`src/rtl/addmul_pkg.sv`:
```
// Shared definitions for the addmul scheduler: FSM encoding, datapath widths
// and the 9-bit add/subtract helper used by pipeline stage 2.
package addmul_pkg;

    typedef enum logic [1:0] {
        ST_OFF   = 2'd0,
        ST_RUN   = 2'd1,
        ST_DRAIN = 2'd2
    } state_e;

    localparam int OPW    = 8;
    localparam int SUMW   = 9;
    localparam int RESW   = 16;
    localparam int NSTAGE = 3;

    // Subtraction wraps modulo 2^SUMW, which the 9-bit result width gives for free.
    function automatic logic [SUMW-1:0] addsub(input logic [OPW-1:0] a,
                                               input logic [OPW-1:0] b,
                                               input logic           add);
        return add ? ({1'b0, a} + {1'b0, b}) : ({1'b0, a} - {1'b0, b});
    endfunction

endpackage

```
`src/rtl/addmul_sched_if.sv`:
```
// Request/response bus between client blocks and the addmul scheduler:
// packed per-requester operands in, one tagged result stream out.
interface addmul_sched_if #(
    parameter int N   = 4,
    parameter int IDW = 2
);
    logic [N-1:0]   req_valid;
    logic [N-1:0]   req_ready;
    logic [N*8-1:0] req_a;
    logic [N*8-1:0] req_b;
    logic [N*8-1:0] req_c;
    logic [N-1:0]   req_s;
    logic           rsp_valid;
    logic [IDW-1:0] rsp_id;
    logic [15:0]    rsp_d;

    modport master (
        output req_valid, req_a, req_b, req_c, req_s,
        input  req_ready, rsp_valid, rsp_id, rsp_d
    );

    modport slave (
        input  req_valid, req_a, req_b, req_c, req_s,
        output req_ready, rsp_valid, rsp_id, rsp_d
    );
endinterface

```
`src/rtl/addmul_pipe.sv`:
```
// Three-stage (a +/- b) * c datapath. Sideband (valid/id/zero) advances every
// cycle; operand and result registers only load when their stage enable is set.
module addmul_pipe
    import addmul_pkg::*;
#(
    parameter int IDW = 2
) (
    input  logic              CLK,
    input  logic              reset,
    input  logic              in_valid_i,
    input  logic [OPW-1:0]    in_a_i,
    input  logic [OPW-1:0]    in_b_i,
    input  logic [OPW-1:0]    in_c_i,
    input  logic              in_s_i,
    input  logic [IDW-1:0]    in_id_i,
    input  logic [NSTAGE-1:0] stage_en_i,
    output logic              s1_valid_o,
    output logic              s1_zero_o,
    output logic              s2_valid_o,
    output logic              s2_zero_o,
    output logic              busy_o,
    output logic              rsp_valid_o,
    output logic [IDW-1:0]    rsp_id_o,
    output logic [RESW-1:0]   rsp_d_o
);

    logic                 s1_valid_q, s2_valid_q, s3_valid_q;
    logic                 s1_zero_q,  s2_zero_q,  s3_zero_q;
    logic [IDW-1:0]       s1_id_q,    s2_id_q,    s3_id_q;
    logic [OPW-1:0]       s1_a_q, s1_b_q, s1_c_q, s2_c_q;
    logic                 s1_s_q;
    logic [SUMW-1:0]      s2_sum_q, s2_sum_d;
    logic [RESW-1:0]      s3_prod_q, s3_prod_d;
    logic [SUMW+OPW-1:0]  prod_full;

    always_ff @(posedge CLK) begin
        if (!reset) begin
            s1_valid_q <= 1'b0;
            s2_valid_q <= 1'b0;
            s3_valid_q <= 1'b0;
            s1_zero_q  <= 1'b0;
            s2_zero_q  <= 1'b0;
            s3_zero_q  <= 1'b0;
            s1_id_q    <= '0;
            s2_id_q    <= '0;
            s3_id_q    <= '0;
        end else begin
            s1_valid_q <= in_valid_i;
            s2_valid_q <= s1_valid_q;
            s3_valid_q <= s2_valid_q;
            s1_zero_q  <= (in_c_i == '0);
            s2_zero_q  <= s1_zero_q;
            s3_zero_q  <= s2_zero_q;
            s1_id_q    <= in_id_i;
            s2_id_q    <= s1_id_q;
            s3_id_q    <= s2_id_q;
        end
    end

    always_comb begin
        s2_sum_d  = addsub(s1_a_q, s1_b_q, s1_s_q);
        prod_full = {{OPW{1'b0}}, s2_sum_q} * {{SUMW{1'b0}}, s2_c_q};
        s3_prod_d = prod_full[RESW-1:0];
    end

    // NOTE: data registers carry no reset; the cleared valid bits already mark them as don't-care.
    always_ff @(posedge CLK) begin
        if (stage_en_i[0]) begin
            s1_a_q <= in_a_i;
            s1_b_q <= in_b_i;
            s1_c_q <= in_c_i;
            s1_s_q <= in_s_i;
        end
        if (stage_en_i[1]) begin
            s2_sum_q <= s2_sum_d;
            s2_c_q   <= s1_c_q;
        end
        if (stage_en_i[2]) begin
            s3_prod_q <= s3_prod_d;
        end
    end

    // Zero-flagged ops never loaded stage 3, so the mux must supply their zero result.
    assign rsp_valid_o = s3_valid_q;
    assign rsp_id_o    = s3_valid_q ? s3_id_q : '0;
    assign rsp_d_o     = (s3_valid_q && !s3_zero_q) ? s3_prod_q : '0;

    assign s1_valid_o  = s1_valid_q;
    assign s1_zero_o   = s1_zero_q;
    assign s2_valid_o  = s2_valid_q;
    assign s2_zero_o   = s2_zero_q;
    assign busy_o      = s1_valid_q | s2_valid_q | s3_valid_q;

endmodule

```
`src/rtl/addmul_sched.sv`:
```
// Round-robin front end for the shared addmul pipeline: power FSM, arbiter
// and per-stage clock-gate enables.
module addmul_sched
    import addmul_pkg::*;
#(
    parameter int N   = 4,
    parameter int IDW = 2
) (
    input  logic              CLK,
    input  logic              reset,
    input  logic              en,
    addmul_sched_if.slave     bus,
    output logic [NSTAGE-1:0] stage_en,
    output logic              busy,
    output logic [1:0]        state
);

    state_e         state_q, state_d;
    logic [IDW-1:0] ptr_q, ptr_d;
    logic           grant_allow;
    logic           grant_vld;
    logic [IDW-1:0] grant_id;
    logic [IDW-1:0] arb_idx;
    logic [N-1:0]   grant;
    logic [OPW-1:0] op_a, op_b, op_c;
    logic           op_s;
    logic           s1_valid, s1_zero, s2_valid, s2_zero;

    always_ff @(posedge CLK) begin
        // NOTE: non-blocking assignments so every register samples pre-edge values.
        if (!reset) begin
            state_q <= ST_OFF;
            ptr_q   <= IDW'(N - 1);
        end else begin
            state_q <= state_d;
            ptr_q   <= ptr_d;
        end
    end

    always_comb begin
        state_d = state_q;
        case (state_q)
            ST_OFF:   if (en) state_d = ST_RUN;
            ST_RUN:   if (!en) state_d = ST_DRAIN;
            ST_DRAIN: begin
                if (en)         state_d = ST_RUN;
                else if (!busy) state_d = ST_OFF;
            end
            default:  state_d = ST_OFF;
        endcase
    end

    always_comb begin
        grant_allow = 1'b0;
        case (state_q)
            ST_RUN:  grant_allow = 1'b1;
            default: grant_allow = 1'b0;
        endcase
    end

    assign state = state_q;

    // Cyclic search starting one past the last winner.
    always_comb begin
        // NOTE: every comb output gets a default first so no path leaves it unassigned (no latch).
        grant_vld = 1'b0;
        grant_id  = '0;
        arb_idx   = '0;
        for (int k = 1; k <= N; k++) begin
            arb_idx = IDW'((int'(ptr_q) + k) % N);
            if (grant_allow && !grant_vld && bus.req_valid[arb_idx]) begin
                grant_vld = 1'b1;
                grant_id  = arb_idx;
            end
        end
        ptr_d = grant_vld ? grant_id : ptr_q;
    end

    always_comb begin
        grant = '0;
        op_a  = '0;
        op_b  = '0;
        op_c  = '0;
        op_s  = 1'b0;
        for (int i = 0; i < N; i++) begin
            grant[i] = grant_vld && (grant_id == IDW'(i));
            if (grant[i]) begin
                op_a = bus.req_a[i*OPW +: OPW];
                op_b = bus.req_b[i*OPW +: OPW];
                op_c = bus.req_c[i*OPW +: OPW];
                op_s = bus.req_s[i];
            end
        end
    end

    assign bus.req_ready = grant;
    assign stage_en      = {s2_valid & ~s2_zero, s1_valid & ~s1_zero, grant_vld};

    addmul_pipe #(.IDW(IDW)) u_pipe (
        .CLK         (CLK),
        .reset       (reset),
        .in_valid_i  (grant_vld),
        .in_a_i      (op_a),
        .in_b_i      (op_b),
        .in_c_i      (op_c),
        .in_s_i      (op_s),
        .in_id_i     (grant_id),
        .stage_en_i  (stage_en),
        .s1_valid_o  (s1_valid),
        .s1_zero_o   (s1_zero),
        .s2_valid_o  (s2_valid),
        .s2_zero_o   (s2_zero),
        .busy_o      (busy),
        .rsp_valid_o (bus.rsp_valid),
        .rsp_id_o    (bus.rsp_id),
        .rsp_d_o     (bus.rsp_d)
    );

endmodule

```
`src/flat_wrapper.sv`:
```
// flat-port wrapper written by rule: the top's interface ports become plain ports
module addmul_sched_flat import addmul_pkg::*;
#(
    parameter int N   = 4,
    parameter int IDW = 2
)
  (CLK, reset, en, stage_en, busy, state, bus_req_valid, bus_req_a, bus_req_b, bus_req_c, bus_req_s, bus_req_ready, bus_rsp_valid, bus_rsp_id, bus_rsp_d);
  addmul_sched_if #(.N(N), .IDW(IDW)) bus_i ();
  input  logic CLK;
  input  logic reset;
  input  logic en;
  output logic [NSTAGE-1:0] stage_en;
  output logic busy;
  output logic [1:0] state;
  input wire logic [$bits(bus_i.req_valid)-1:0] bus_req_valid;
  input wire logic [$bits(bus_i.req_a)-1:0] bus_req_a;
  input wire logic [$bits(bus_i.req_b)-1:0] bus_req_b;
  input wire logic [$bits(bus_i.req_c)-1:0] bus_req_c;
  input wire logic [$bits(bus_i.req_s)-1:0] bus_req_s;
  output wire logic [$bits(bus_i.req_ready)-1:0] bus_req_ready;
  output wire logic [$bits(bus_i.rsp_valid)-1:0] bus_rsp_valid;
  output wire logic [$bits(bus_i.rsp_id)-1:0] bus_rsp_id;
  output wire logic [$bits(bus_i.rsp_d)-1:0] bus_rsp_d;
  assign bus_i.req_valid = bus_req_valid;
  assign bus_i.req_a = bus_req_a;
  assign bus_i.req_b = bus_req_b;
  assign bus_i.req_c = bus_req_c;
  assign bus_i.req_s = bus_req_s;
  assign bus_req_ready = bus_i.req_ready;
  assign bus_rsp_valid = bus_i.rsp_valid;
  assign bus_rsp_id = bus_i.rsp_id;
  assign bus_rsp_d = bus_i.rsp_d;
  addmul_sched #(.N(N), .IDW(IDW)) u_core (.CLK(CLK), .reset(reset), .en(en), .bus(bus_i), .stage_en(stage_en), .busy(busy), .state(state));
endmodule
```
`config.mk`:
```
export PLATFORM = sky130hd
export DESIGN_NAME = addmul_sched_flat
export DESIGN_NICKNAME = d
export VERILOG_FILES = /design/src/rtl/addmul_pkg.sv /design/src/rtl/addmul_sched_if.sv /design/src/rtl/addmul_pipe.sv /design/src/rtl/addmul_sched.sv /design/src/flat_wrapper.sv
export SDC_FILE = /design/constraint.sdc
export NUM_CORES = 1
export LEC_CHECK = 0
export BUFFER_PORTS_ARGS = -buffer_cell sky130_fd_sc_hd__buf_2
export CAP_MARGIN = 25
export CORE_MARGIN = 2
export CORE_UTILIZATION = 45
export CTS_CLUSTER_DIAMETER = 120
export CTS_CLUSTER_SIZE = 8
export DETAILED_ROUTE_END_ITERATION = 10
export MAX_ROUTING_LAYER = met4
export PLACE_DENSITY_LB_ADDON = 0.08
export SYNTH_ARGS = -nofsm -noshare
export SYNTH_HDL_FRONTEND = slang
export SYNTH_SLANG_ARGS = --single-unit
```
`constraint.sdc`:
```
create_clock -name CLK -period 3.9 [get_ports CLK]
set_input_delay 0.195 -clock CLK [delete_from_list [all_inputs] [get_ports CLK]]
set_output_delay 0.195 -clock CLK [all_outputs]
set_load 0.03 [all_outputs]
```
## Yosys cells after proc, flatten, opt, wreduce, memory -nomap -nowiden

Cells that the tools add are included.

| cells by class | value |
|---|---|
| $add $sub $neg | 6 |
| multipliers | 1 |
| $lt $le $gt $ge | 4 |
| eq/ne operators | 8 |
| muxes and demuxes | 41 |
| bitwise operators | 6 |
| reductions and logical operators | 20 |

Operators with widths:

| operator | number |
|---|---|
| two-way mux 8 bit | 12 |
| two-way mux 2 bit | 9 |
| multiplier 9 x 8 -> 16 bit | 1 |
| two-way mux 16 bit | 1 |
| two-way mux 1 bit | 13 |
| logical AND 1 bit | 12 |
| less-than comparator 2 x 3 -> 1 bit (second input constant) | 4 |
| adder 8 x 8 -> 9 bit | 1 |
| two-way mux 9 bit | 1 |
| subtractor 8 x 8 -> 9 bit | 1 |
| binary-select mux 1 bit (select 2 bit) | 4 |
| zero test 8 bit | 1 |
| == test 2 bit (second input constant) | 3 |
| case mux 2 bit (3 select lines) | 1 |
| adder 2 x 1 -> 2 bit (second input constant) | 2 |
| adder 2 bit (second input constant) | 2 |
| == test 2 x 1 -> 1 bit (second input constant) | 2 |
| zero test 1 bit | 4 |
| zero test 2 bit | 2 |
| != test 2 bit (second input constant) | 2 |
| != test 3 bit (second input constant) | 1 |
| AND reduction 3 bit | 1 |
| bitwise AND 1 bit | 2 |
| inverter 1 bit | 2 |
| OR 1 bit | 2 |

| storage, ports and cells | value |
|---|---|
| bits in registers | 74 |
| input port bits | 107 |
| output and inout port bits | 29 |
| word-level logic and storage cells | 104 |

## Longest topological paths before layout

Gate-level depths: netlist (run 1).

| logic depth | value |
|---|---|
| word-level depth | 24 |
| depth in mapped cells | 17 |
| gate-level depth less buffers | 17 |

## Modules after synthesis

From an unflattened synthesis (run 1), not the netlist that was laid out.

| second synthesis, totals | value |
|---|---|
| cells, all modules | 565 |
| area, all modules | 6,020.8 um^2 |

Modules (own cells, without submodules):

| module | instances | cells each | area an instance (um^2) | seq. area each (um^2) |
|---|---|---|---|---|
| addmul_pipe | 1 | 439 | 4,953.5 | 1,981.9 |
| addmul_sched | 1 | 126 | 1,067.3 | 80.1 |

## Worst setup path before layout (run 1)

OpenSTA, ideal clock, no wires.

| path | value |
|---|---|
| kind | reg-to-reg |
| start point | register u_core.u_pipe.s2_c_q[7] |
| end point | register u_core.u_pipe.s3_prod_q[15], data pin |
| setup time | 260 ps |
| arrival | 3,842 ps |
| required time | 3,640 ps |
| slack | -202 ps |
| cell stages (with the launch flop) | 17 |
| path buffers | 0 |
| period minus slack after synthesis | 4,102 ps |
| cells stage by stage | edfxtp_1 -> nand2_1 -> fa_1 -> fa_1 -> inv_1 -> fa_1 -> inv_1 -> fa_1 -> inv_1 -> ha_1 -> o21a_1 -> o31a_1 -> o211ai_1 -> a21oi_1 -> nor2_1 -> a21oi_1 -> xnor2_1 |

| on the way | value |
|---|---|
| cells in the longest elaborated chain, start to end | 1 |

RTL lines:

| element | RTL line | RTL |
|---|---|---|
| from (decl) | addmul_pipe.sv:30 | `logic [OPW-1:0] s1_a_q, s1_b_q, s1_c_q, s2_c_q;` |
| from (signal assigned) | addmul_pipe.sv:76 | `s2_c_q <= s1_c_q;` |
| multiplier 9 x 8 -> 16 bit | addmul_pipe.sv:62 | `prod_full = {{OPW{1'b0}}, s2_sum_q} * {{SUMW{1'b0}}, s2_c_q};` |
| via u_core.u_pipe.prod_full[15] | addmul_pipe.sv:34 | `logic [SUMW+OPW-1:0] prod_full;` |
| to (signal assigned) | addmul_pipe.sv:79 | `s3_prod_q <= s3_prod_d;` |
| to (decl) | addmul_pipe.sv:33 | `logic [RESW-1:0] s3_prod_q, s3_prod_d;` |

The timed path passes the listed nets, and every way through them passes these cells.
A chain may end at the register's enable or synchronous reset.

## Final worst setup path (run 1)

| path | value |
|---|---|
| start point | register u_core.u_pipe.s2_c_q[4] |
| end point | register u_core.u_pipe.s3_prod_q[13], data pin |

The elaborated chain is that of the path after synthesis.

==> out/qor.txt, run 1 <==
status: complete, but fails checks
failing checks: setup timing
Starting Density: 0.455
TritonCTS buffer count: 9
clk sinks: 74
top cell type's share of synthesized area: 0.293
Die Ht: 119 um
GPL Wtd Cong: 0.802
fin nets: 935
buffers added on ports: 135
global route hottest layer: met2
crit-path cells: and2_4, fa_2, fa_1, fa_1, inv_1, fa_1, inv_2, ha_4, o21a_1, o31a_1, o211ai_1, a21oi_2, buf_4, nor3_4, xnor2_1
largest net degree at the start of global routing: 35
Register Area: 2060 sq um
row cnt: 42
Synth Area in XOR/XNOR: 0.0383
Pre-antenna DRT Iters: 4
ANT nets after route: 0
post-synthesis simple-gate area fraction: 0.145
met3 Use GR: 0.0364
post-synth top area cell: edfxtp_1
most common cell type on the critical path: fa_1
Pleak: 3.79 nW
routed len/inst: 13.2 um
die area: 14,200 sq um
GR Util met1: 0.212
Syn. warnings: 0
ys flop type: edfxtp_1
Max Clk Rate: 245 MHz
Worst-Margin Slew: 0.936 ns
slew margin rel.: 0.376
CP endpoint kind: flip-flop
DIE WIDTH: 119 um
WL final: 12.2 mm
GRT overflow: 0
sequential area share after synthesis: 0.347
Synth cell types: 49
Worst Slack Setup Final: -0.186 ns
flops & latches, synth: 74
HPWL after DPL: 9.88 mm
syn_area_per_cell: 10.6 sq um
Post-Synth Adder-Cell Area: 0.234
via count: 4,469
CTS tree: built
HP Class: input port to flip-flop
gr usage total: 0.190
Critical Path Fanout Max: 8
Worst EP arrival: 4.18 ns
unrepaired setup endpoints after global routing: yes
Max Slew Vio Count: 0
Area growth syn-to-layout: 28.0%
Post-Syn Instances: 562
VDD IR max: 206 uV
Post-Syn Area: 5950 sq um
Setup Skew: 0.00513 ns
area occupied by multi-input gates: 3710 sq um
CTS clock-pin slew for the worst setup and hold paths: 0.06 ns
diode count: 0
EDFF count, synth: 58
Post-synth ARST share: 0
1st-iter DRT viols: 145
Critical Path Source Type: flip-flop
core area: 13,100 sq um
post-synthesis mux area share: 0.0860
first-pass GRT wire length: 20.9 mm
Tmin final: 4.09 ns
PD cells: 415 nW/um^2
fillers: 1,139
Critical Path RT: 3.99 ns
largest incremental delay on the critical path: 0.54 ns
number of max-cap violations: 0
ranking of synthesized cells by area: edfxtp_1, fa_1, ha_1
Root Driver: clkbuf_16
Syn Nets: 755
htree depth: 3
Post-synth top cells: and2_1, inv_1, edfxtp_1
Clock Latency Late Sink: 0.34 ns
Place WS: -0.320 ns
met2 Track Usage GR: 0.343
Via density: 4.84
period utilisation layout: 1.05
num ports: 136
Final setup viols: 5
Fin. Hold Viols: 0
Compound-Gate Fraction of Synth Area: 0.0829
residual DRC count: 0
vias in the first global route: 4,637
proportion of layout cells with a drive suffix above 1: 0.332
crit path kind: flip-flop to flip-flop
critical path's slowest cell: fa_1
initial antenna violation count: 0
count leader, synth: and2_1
Post-Route Utilization: 0.582
clock buffer depth: 2
largest family of logic cells by synthesized area: adder cells
==> worst paths after layout <==
| check | startpoint | to | slack [ns] | depth (start not counted) |
|---|---|---|---|---|
| hold reg to reg | u_core.u_pipe.s1_c_q[6] | u_core.u_pipe.s2_c_q[6] | 0.42 | 0 |
| setup reg to reg | u_core.u_pipe.s2_c_q[4] | u_core.u_pipe.s3_prod_q[13] | -0.19 | 15 |
| setup / recovery | u_core.u_pipe.s2_c_q[4] | u_core.u_pipe.s3_prod_q[13] | -0.19 | 15 |
| hold / removal | en | u_core.state[1] | 0.03 | 2 |
==> cell type report <==
cell class / count / share of cell area
multi-input cells: 399 / 0.487
flip-flops and latches: 74 / 0.271
inverters: 73 / 0.0360
clock buffers: 9 / 0.0296
repair buffers: 185 / 0.138
clock inverters: 7 / 0.0100
well taps: 176 / 0.0289
==> cell families after synthesis <==
group	after synthesis
fa+ha+maj	86
flops	74
mux	51
compound gates	78
simple gates	158
buf+inv	89
xor+xnor	26
==> cells in the final DEF, fill, tap and decap left out, types with 3 or more instances in the layout <==
master	instances
mux2i_1	50
nor3_1	4
and2_4	10
a21oi_1	18
a21oi_2	6
o21a_1	4
nor4_1	3
fa_2	4
inv_2	6
o22ai_1	26
fa_1	38
nand2b_1	3
xnor2_1	17
buf_2	135
o21ai_0	5
ha_4	7
nor2_1	18
and2_1	72
nor2b_1	3
edfxtp_1	58
nand2_1	27
ha_1	37
clkbuf_16	9
inv_1	67
buf_4	48
dfxtp_1	16
xor2_1	9
==> where the power goes <==
| part | total [W] | switching, W | internal (W) |
|---|---|---|---|
| registers | 0.000982 | 0.0000288 | 0.000953 |
| clock network | 0.000837 | 0.000338 | 0.000499 |
| logic | 0.00134 | 0.000643 | 0.000695 |
| total | 0.00316 | 0.00101 | 0.00215 |
==> metrics by stage <==
step,setup TNS (ns),total power (W),instances,cell area [sq um],hold slack (ns)
after global placement,-1.04,0.00216,891,7080,0.377
after detailed placement,-1.40,0.00218,891,7080,0.382
after CTS,-0.713,0.00315,921,7550,0.0140
after floorplan,-0.0689,0.00185,562,6030,0.273
final,-0.732,0.00316,923,7620,0.0272
after global routing,-1.94,0.00340,923,7620,0.0309
==> flip-flops by register name, indices dropped and copies added (netlist names), 8 cells and up <==
| signal | flops |
|---|---|
| u_core.u_pipe.s1_a_q | 8 |
| u_core.u_pipe.s1_b_q | 8 |
| u_core.u_pipe.s1_c_q | 8 |
| u_core.u_pipe.s2_c_q | 8 |
| u_core.u_pipe.s2_sum_q | 9 |
| u_core.u_pipe.s3_prod_q | 16 |
==> worst max-delay path, delay by kind of cell, from the launching register on <==
family          cells  cell delay, ns
xor+xnor            1            0.09
fa+ha+maj           5            2.09
flops               1            0.51
compound gates      4            0.56
buf+inv             3            0.24
simple gates        2            0.34
==> what timing repair did <==
action | 4_1_cts | 5_1_grt
buffers inserted | 14 | 2
hold buffers | 0 | 0
endpoints found under the setup margin | 8 | 8
pin swaps | 25 | 8
resized for setup | 20 | 14
==> per-layer routing <==
layer / part of all wire / up-vias
li1: - / 2267
met5: 0 / -
met4: 0.013 / 0
met3: 0.042 / 10
met1: 0.43 / 2071
met2: 0.51 / 121
Note: power is estimated with default switching activity, not from simulation.
==> run 2: changes to the inputs <==
- CTS_BUF_LIST: not set -> sky130_fd_sc_hd__clkbuf_8
==> run 2 against run 1 <==
- the run still ends with setup timing left
- critical path depth grew 1
- worst setup slack worse by 0.0026 ns
- clock skew increased by 0.0051 ns
- wire length about the same
- hold slack improved by 0.090 ns
- final cell count is 0.43% higher
- maximum frequency about the same
- die area is the same
- cell area decreased by 0.23%
- largest cell class unchanged
- largest power group unchanged
==> out/qor.txt, run 2 (synthesized netlist as in run 1, its figures left out) <==
via count: 4,504 (+0.78%)
vias in the first global route: 4,677 (+0.86%)
Worst Slack Setup Final: -0.188 ns (-0.00258 ns)
CTS tree: built
commonest non-fill, non-tap cell in the layout: buf_2
unrepaired setup endpoints after global routing: yes
Critical Path Source Type: flip-flop
Setup Skew: 0.0103 ns (+0.00513 ns)
Worst-Margin Slew: 0.934 ns (-0.00154 ns)
Fin Setup TNS: -0.701 ns (+0.0307 ns)
PD cells: 387 nW/um^2 (-6.5%)
Final Instance Area: 7600 sq um (-0.23%)
largest net degree at the start of global routing: 35 (unchanged)
Starting Density: 0.455 (unchanged)
Top Registers: u_core.u_pipe.s3_prod_q (16), u_core.u_pipe.s2_sum_q (9)
gr usage total: 0.191 (+0.000529)
Biggest register: u_core.u_pipe.s3_prod_q
Root Driver: clkbuf_8
CTS clock-pin slew for the worst setup and hold paths: 0.08 ns (+0.02 ns)
residual DRC count: 0 (unchanged)
Via density: 4.86 (+0.35%)
proportion of layout cells with a drive suffix above 1: 0.337 (+0.00489)
fin nets: 939 (+0.43%)
GRT overflow: 0 (unchanged)
Worst EP arrival: 4.21 ns (+0.03 ns)
HPWL after DPL: 9.88 mm (unchanged)
Place WS: -0.320 ns (unchanged)
period utilisation layout: 1.05 (about the same)
Placed Cells: 891 (unchanged)
TritonCTS buffer count: 9 (unchanged)
num ports: 136 (unchanged)
number of max-cap violations: 0 (unchanged)
HP Class: input port to flip-flop
internal reg-to-reg setup slack: -0.19 ns (about the same)
GPL Wtd Cong: 0.802 (unchanged)
1st-iter DRT viols: 151 (+4.1%)
DIE WIDTH: 119 um (unchanged)
clk sinks: 74 (unchanged)
Post-DP Area: 7080 sq um (unchanged)
Die Ht: 119 um (unchanged)
Fin. Hold Viols: 0 (unchanged)
Pre-antenna DRT Iters: 4 (unchanged)
post-layout power: 0.00294 W (-6.7%)
diode count: 0 (unchanged)
area occupied by multi-input gates: 3740 sq um (+0.94%)
routed len/inst: 13.1 um (-0.34%)
slew margin rel.: 0.377 (+0.00103)
first-pass GRT wire length: 21.0 mm (+0.30%)
fin cells: 927 (+0.43%)
Register Area: 2060 sq um (unchanged)
core area: 13,100 sq um (unchanged)
WL final: 12.2 mm (about the same)
status: complete, but fails checks
initial antenna violation count: 0 (unchanged)
Tmin final: 4.09 ns (+0.00258 ns)
fillers: 1,136 (-0.26%)
ANT nets after route: 0 (unchanged)
Clock Latency Late Sink: 0.36 ns (+0.02 ns)
Critical Path RT: 4.02 ns (+0.03 ns)
max FFs per register: 16 (unchanged)
Final setup viols: 5 (unchanged)
Pleak: 3.77 nW (-0.50%)
Max Clk Rate: 245 MHz (about the same)
most frequent cells in the layout: buf_2, and2_1, inv_1, edfxtp_1, mux2i_1
die area: 14,200 sq um (unchanged)
Area growth syn-to-layout: 27.7%
crit path kind: flip-flop to flip-flop
Critical Path Fanout Max: 6 (-2)
row cnt: 42 (unchanged)
VDD IR max: 141 uV (-32%)
failing checks: setup timing
buffers added on ports: 135 (unchanged)
htree depth: 3 (unchanged)
CP endpoint kind: flip-flop
clock buffer depth: 2 (unchanged)
Max Slew Vio Count: 0 (unchanged)
[run 2: cell type report]
cell class,count,share of cell area
timing repair buffer,189,0.145
clock inverter,7,0.0100
tap,176,0.0290
clock buffer,9,0.0163
multi-input combinational,399,0.493
inverter,73,0.0361
sequential,74,0.271
[run 2: timing repair]
item | 4_1_cts | 5_1_grt
pin swaps | 23 | 11
resized for setup | 20 | 22
hold buffers | 1 | 0
endpoints found under the setup margin | 8 | 8
setup buffers | 14 | 6
hold endpoints to repair | 1 | 0
cloned | 0 | 0
[run 2: stage by stage]
step / hold WS [ns] / util
finish: 0.117 / 0.581
detailed placement: 0.382 / 0.541
global route: 0.129 / 0.581
global placement: 0.377 / 0.541
CTS: 0.0938 / 0.570
floorplan: 0.273 / -
[run 2: layer usage]
| layer | part of all wire | global-route usage |
|---|---|---|
| met5 | 0 | - |
| met3 | 0.043 | 0.0335 |
| met4 | 0.014 | 0.0618 |
| met2 | 0.51 | 0.346 |
| met1 | 0.43 | 0.212 |
[run 2: final timing paths]
| kind | end | cells past startpoint | start |
|---|---|---|---|
| max | u_core.u_pipe.s3_prod_q[13] | 16 | u_core.u_pipe.s2_sum_q[5] |
| min | u_core.ptr_q[0] | 2 | reset |
| max reg2reg | u_core.u_pipe.s3_prod_q[13] | 16 | u_core.u_pipe.s2_sum_q[5] |
| min reg2reg | u_core.u_pipe.s2_c_q[6] | 0 | u_core.u_pipe.s1_c_q[6] |
[run 2: where the power goes]
group	switching [W]	internal (W)
sequential	0.0000288	0.000952
clock	0.000308	0.000299
combinational	0.000649	0.000707
[run 2: worst max-delay path: stages (launching register included)]
cell and delay (ns):
edfxtp_1 0.48, nand2_1 0.12, fa_1 0.51, fa_1 0.51, inv_1 0.05, fa_1 0.47, inv_1 0.05, fa_1 0.48
inv_2 0.04, ha_4 0.21, o21a_1 0.10, o31a_1 0.11, o211ai_1 0.25, a21oi_2 0.10, buf_4 0.15, nor3_4 0.12
xnor2_1 0.09
==> run 3: changes to the inputs <==
- GPL_TIMING_DRIVEN: not set -> 0
- PLACE_DENSITY: not set -> 0.68
- PLACE_DENSITY_LB_ADDON: 0.08 -> not set
- clock period: 3.9 -> 4.2 ns (I/O delays scaled with it)
==> run 3 against run 2 <==
- the run still ends with setup timing left
- final cell count is 1.4% lower
- register-to-register slack improved by 0.12 ns
- combinational power is 15% lower
- hold slack lost 0.079 ns
- core utilization is 1.4 points lower
- die area stayed put
- critical path depth decreased by 1
- critical endpoint is now u_core.u_pipe.s3_prod_q[15]
- sequential power decreased by 7.0%
- highest routed layer unchanged
- via count is 1.5% higher
- critical path type unchanged
- first-iteration DRC count increased by 9.9%
- largest cell class unchanged
==> out/qor.txt, run 3 (synthesized netlist as in run 1, its figures left out) <==
Area growth syn-to-layout: 24.6%
R2R depth: 15 (-1)
Final Instance Area: 7410 sq um (-2.5%)
Max Clk Rate: 234 MHz (-4.3%)
largest incremental delay on the critical path: 0.53 ns (+0.02 ns)
CP endpoint kind: flip-flop
vias in the first global route: 4,494 (-3.9%)
crit-path cells: and2_4, fa_1, fa_1, fa_1, inv_1, fa_1, inv_2, ha_4, o21a_1, o31a_1, o211ai_1, a21oi_2, nor2_1, a21oi_2, xnor2_2
met1 WL: 5.07 mm (-3.0%)
HP Class: input port to flip-flop
row cnt: 42 (unchanged)
largest net degree at the start of global routing: 29 (-17%)
diode count: 0 (unchanged)
Worst-Margin Slew: 0.955 ns (+0.0208 ns)
initial antenna violation count: 0 (unchanged)
max FFs per register: 16 (unchanged)
TritonCTS buffer count: 9 (unchanged)
die area: 14,200 sq um (unchanged)
htree depth: 3 (unchanged)
GRT overflow: 0 (unchanged)
Biggest register: u_core.u_pipe.s3_prod_q
via count: 4,573 (+1.5%)
clk sinks: 74 (unchanged)
failing checks: setup timing
1st-iter DRT viols: 166 (+9.9%)
core area: 13,100 sq um (unchanged)
Pre-antenna DRT Iters: 5 (+1)
CP top delay family: adder cells
first-pass GRT wire length: 20.1 mm (-4.0%)
Fin. Hold Viols: 0 (unchanged)
fin cells: 914 (-1.4%)
worst reg2reg startpoint: u_core.u_pipe.s2_sum_q[2]
HPWL after DPL: 9.76 mm (-1.3%)
routed len/inst: 13.4 um (+2.3%)
gr usage total: 0.180 (-0.0108)
Top Registers: u_core.u_pipe.s3_prod_q (16), u_core.u_pipe.s2_sum_q (9)
num ports: 136 (unchanged)
VDD IR max: 161 uV (+14%)
Final setup viols: 2 (-3)
Tmin final: 4.27 ns (+0.185 ns)
period utilisation layout: 1.02 (-0.0309)
critical path's slowest cell: edfxtp_1
Buf+Inv Stages, Crit Path: 2 (-2)
internal reg-to-reg setup slack: -0.07 ns (+0.12 ns)
unrepaired setup endpoints after global routing: yes
status: complete, but fails checks
Pleak: 3.69 nW (-2.3%)
Worst Slack Setup Final: -0.0730 ns (+0.115 ns)
buffers added on ports: 135 (unchanged)
CTS clock-pin slew for the worst setup and hold paths: 0.09 ns (about the same)
Placed Cells: 875 (-1.8%)
HP Start: en
Setup Skew: 0.0176 ns (+0.00735 ns)
Post-Route Utilization: 0.566 (-0.0142)
Cells on Worst Hold Path: 2 (unchanged)
fin nets: 926 (-1.4%)
CTS tree: built
cts hold-fix bufs: 0 (-1)
routed length on met2: 6.20 mm (-0.72%)
Clock Latency Late Sink: 0.36 ns (about the same)
hold endpoint: u_core.state[1]
number of max-cap violations: 0 (unchanged)
proportion of layout cells with a drive suffix above 1: 0.309 (-0.0279)
Root Driver: clkbuf_8
Post-DP Area: 6860 sq um (-3.0%)
Critical Path Fanout Max: 6 (unchanged)
DIE WIDTH: 119 um (unchanged)
Critical R2R Capture: u_core.u_pipe.s3_prod_q[15]
highest metal used: met4
ANT nets after route: 0 (unchanged)
Starting Density: 0.455 (unchanged)
Fin Setup TNS: -0.112 ns (+0.589 ns)
Die Ht: 119 um (unchanged)
residual DRC count: 0 (unchanged)
WL met3: 729 um (+39%)
Worst EP arrival: 4.38 ns (+0.17 ns)
Critical Path Source Type: flip-flop
clock buffer depth: 2 (unchanged)
most frequent cells in the layout: buf_2, and2_1, inv_1, edfxtp_1, mux2i_1
PD cells: 353 nW/um^2 (-8.8%)
crit path kind: flip-flop to flip-flop
Via density: 5.00 (+3.0%)
Max Slew Vio Count: 0 (unchanged)
GPL Wtd Cong: 0.858 (+7.0%)
commonest non-fill, non-tap cell in the layout: buf_2
WL final: 12.3 mm (+0.88%)
most common cell type on the critical path: fa_1
Critical Path RT: 4.31 ns (+0.29 ns)
slew margin rel.: 0.363 (-0.0145)
==> run 3: changes by cell type in the layout (fill, tap and decap cells not counted), sizes merged <==
cell         previous run  this run
dlygate4sd3             1         0
buf                   187       171
clkbuf                 10        14
==> run 3: area by class of cell <==
type                            count  area (sq um)
Buffer                             16           126
Fill cell                        1122          5670
Tap cell                          176           220
Sequential cell                    74          2060
Clock buffer                        9           124
Multi-Input combinational cell    399          3670
Clock inverter                      7          70.1
Inverter                           73           274
Timing Repair Buffer              160           868
==> run 3: metal layers <==
| metal | GRT usage | up-vias |
|---|---|---|
| met3 | 0.0307 | 25 |
| li1 | - | 2257 |
| met4 | 0.0618 | 0 |
| met2 | 0.316 | 175 |
| met1 | 0.208 | 2116 |
| met5 | - | - |
==> run 3: report_power, final <==
part           switching [W]  internal [W]  total [W]
sequential         0.0000273      0.000884   0.000912
clock               0.000276      0.000273   0.000549
combinational       0.000593      0.000565    0.00116
total               0.000897       0.00172    0.00262
==> run 3: how the worst max path moves through the flow <==
stage	start	depth (start not counted)	to	slack [ns]
after floorplan	u_core.u_pipe.s2_c_q[7]	16	u_core.u_pipe.s3_prod_q[15]	0.1
after global placement	u_core.u_pipe.s2_sum_q[0]	16	u_core.u_pipe.s3_prod_q[15]	-0.40
after detailed placement	u_core.u_pipe.s2_sum_q[0]	16	u_core.u_pipe.s3_prod_q[15]	-0.45
after CTS	u_core.u_pipe.s2_sum_q[2]	16	u_core.u_pipe.s3_prod_q[15]	-0.11
after global routing	u_core.u_pipe.s2_c_q[4]	17	u_core.u_pipe.s3_prod_q[15]	-0.21
final	u_core.u_pipe.s2_sum_q[2]	15	u_core.u_pipe.s3_prod_q[15]	-0.07
==> run 3: timing repair <==
action / in CTS / in global routing
pin swaps: 21 / 32
gates resized for setup: 18 / 24
gates cloned: 0 / 0
endpoints found under the setup margin: 5 / 5
setup buffers: 14 / 9
==> run 3: stage by stage <==
step | power [W] | hold slack [ns] | setup slack, ns
finish | 0.00262 | 0.0384 | -0.0730
global route | 0.00280 | 0.0189 | -0.210
CTS | 0.00257 | 0.0197 | -0.108
detailed placement | 0.00187 | 0.407 | -0.453
global placement | 0.00184 | 0.389 | -0.399
floorplan | 0.00165 | 0.288 | 0.0977
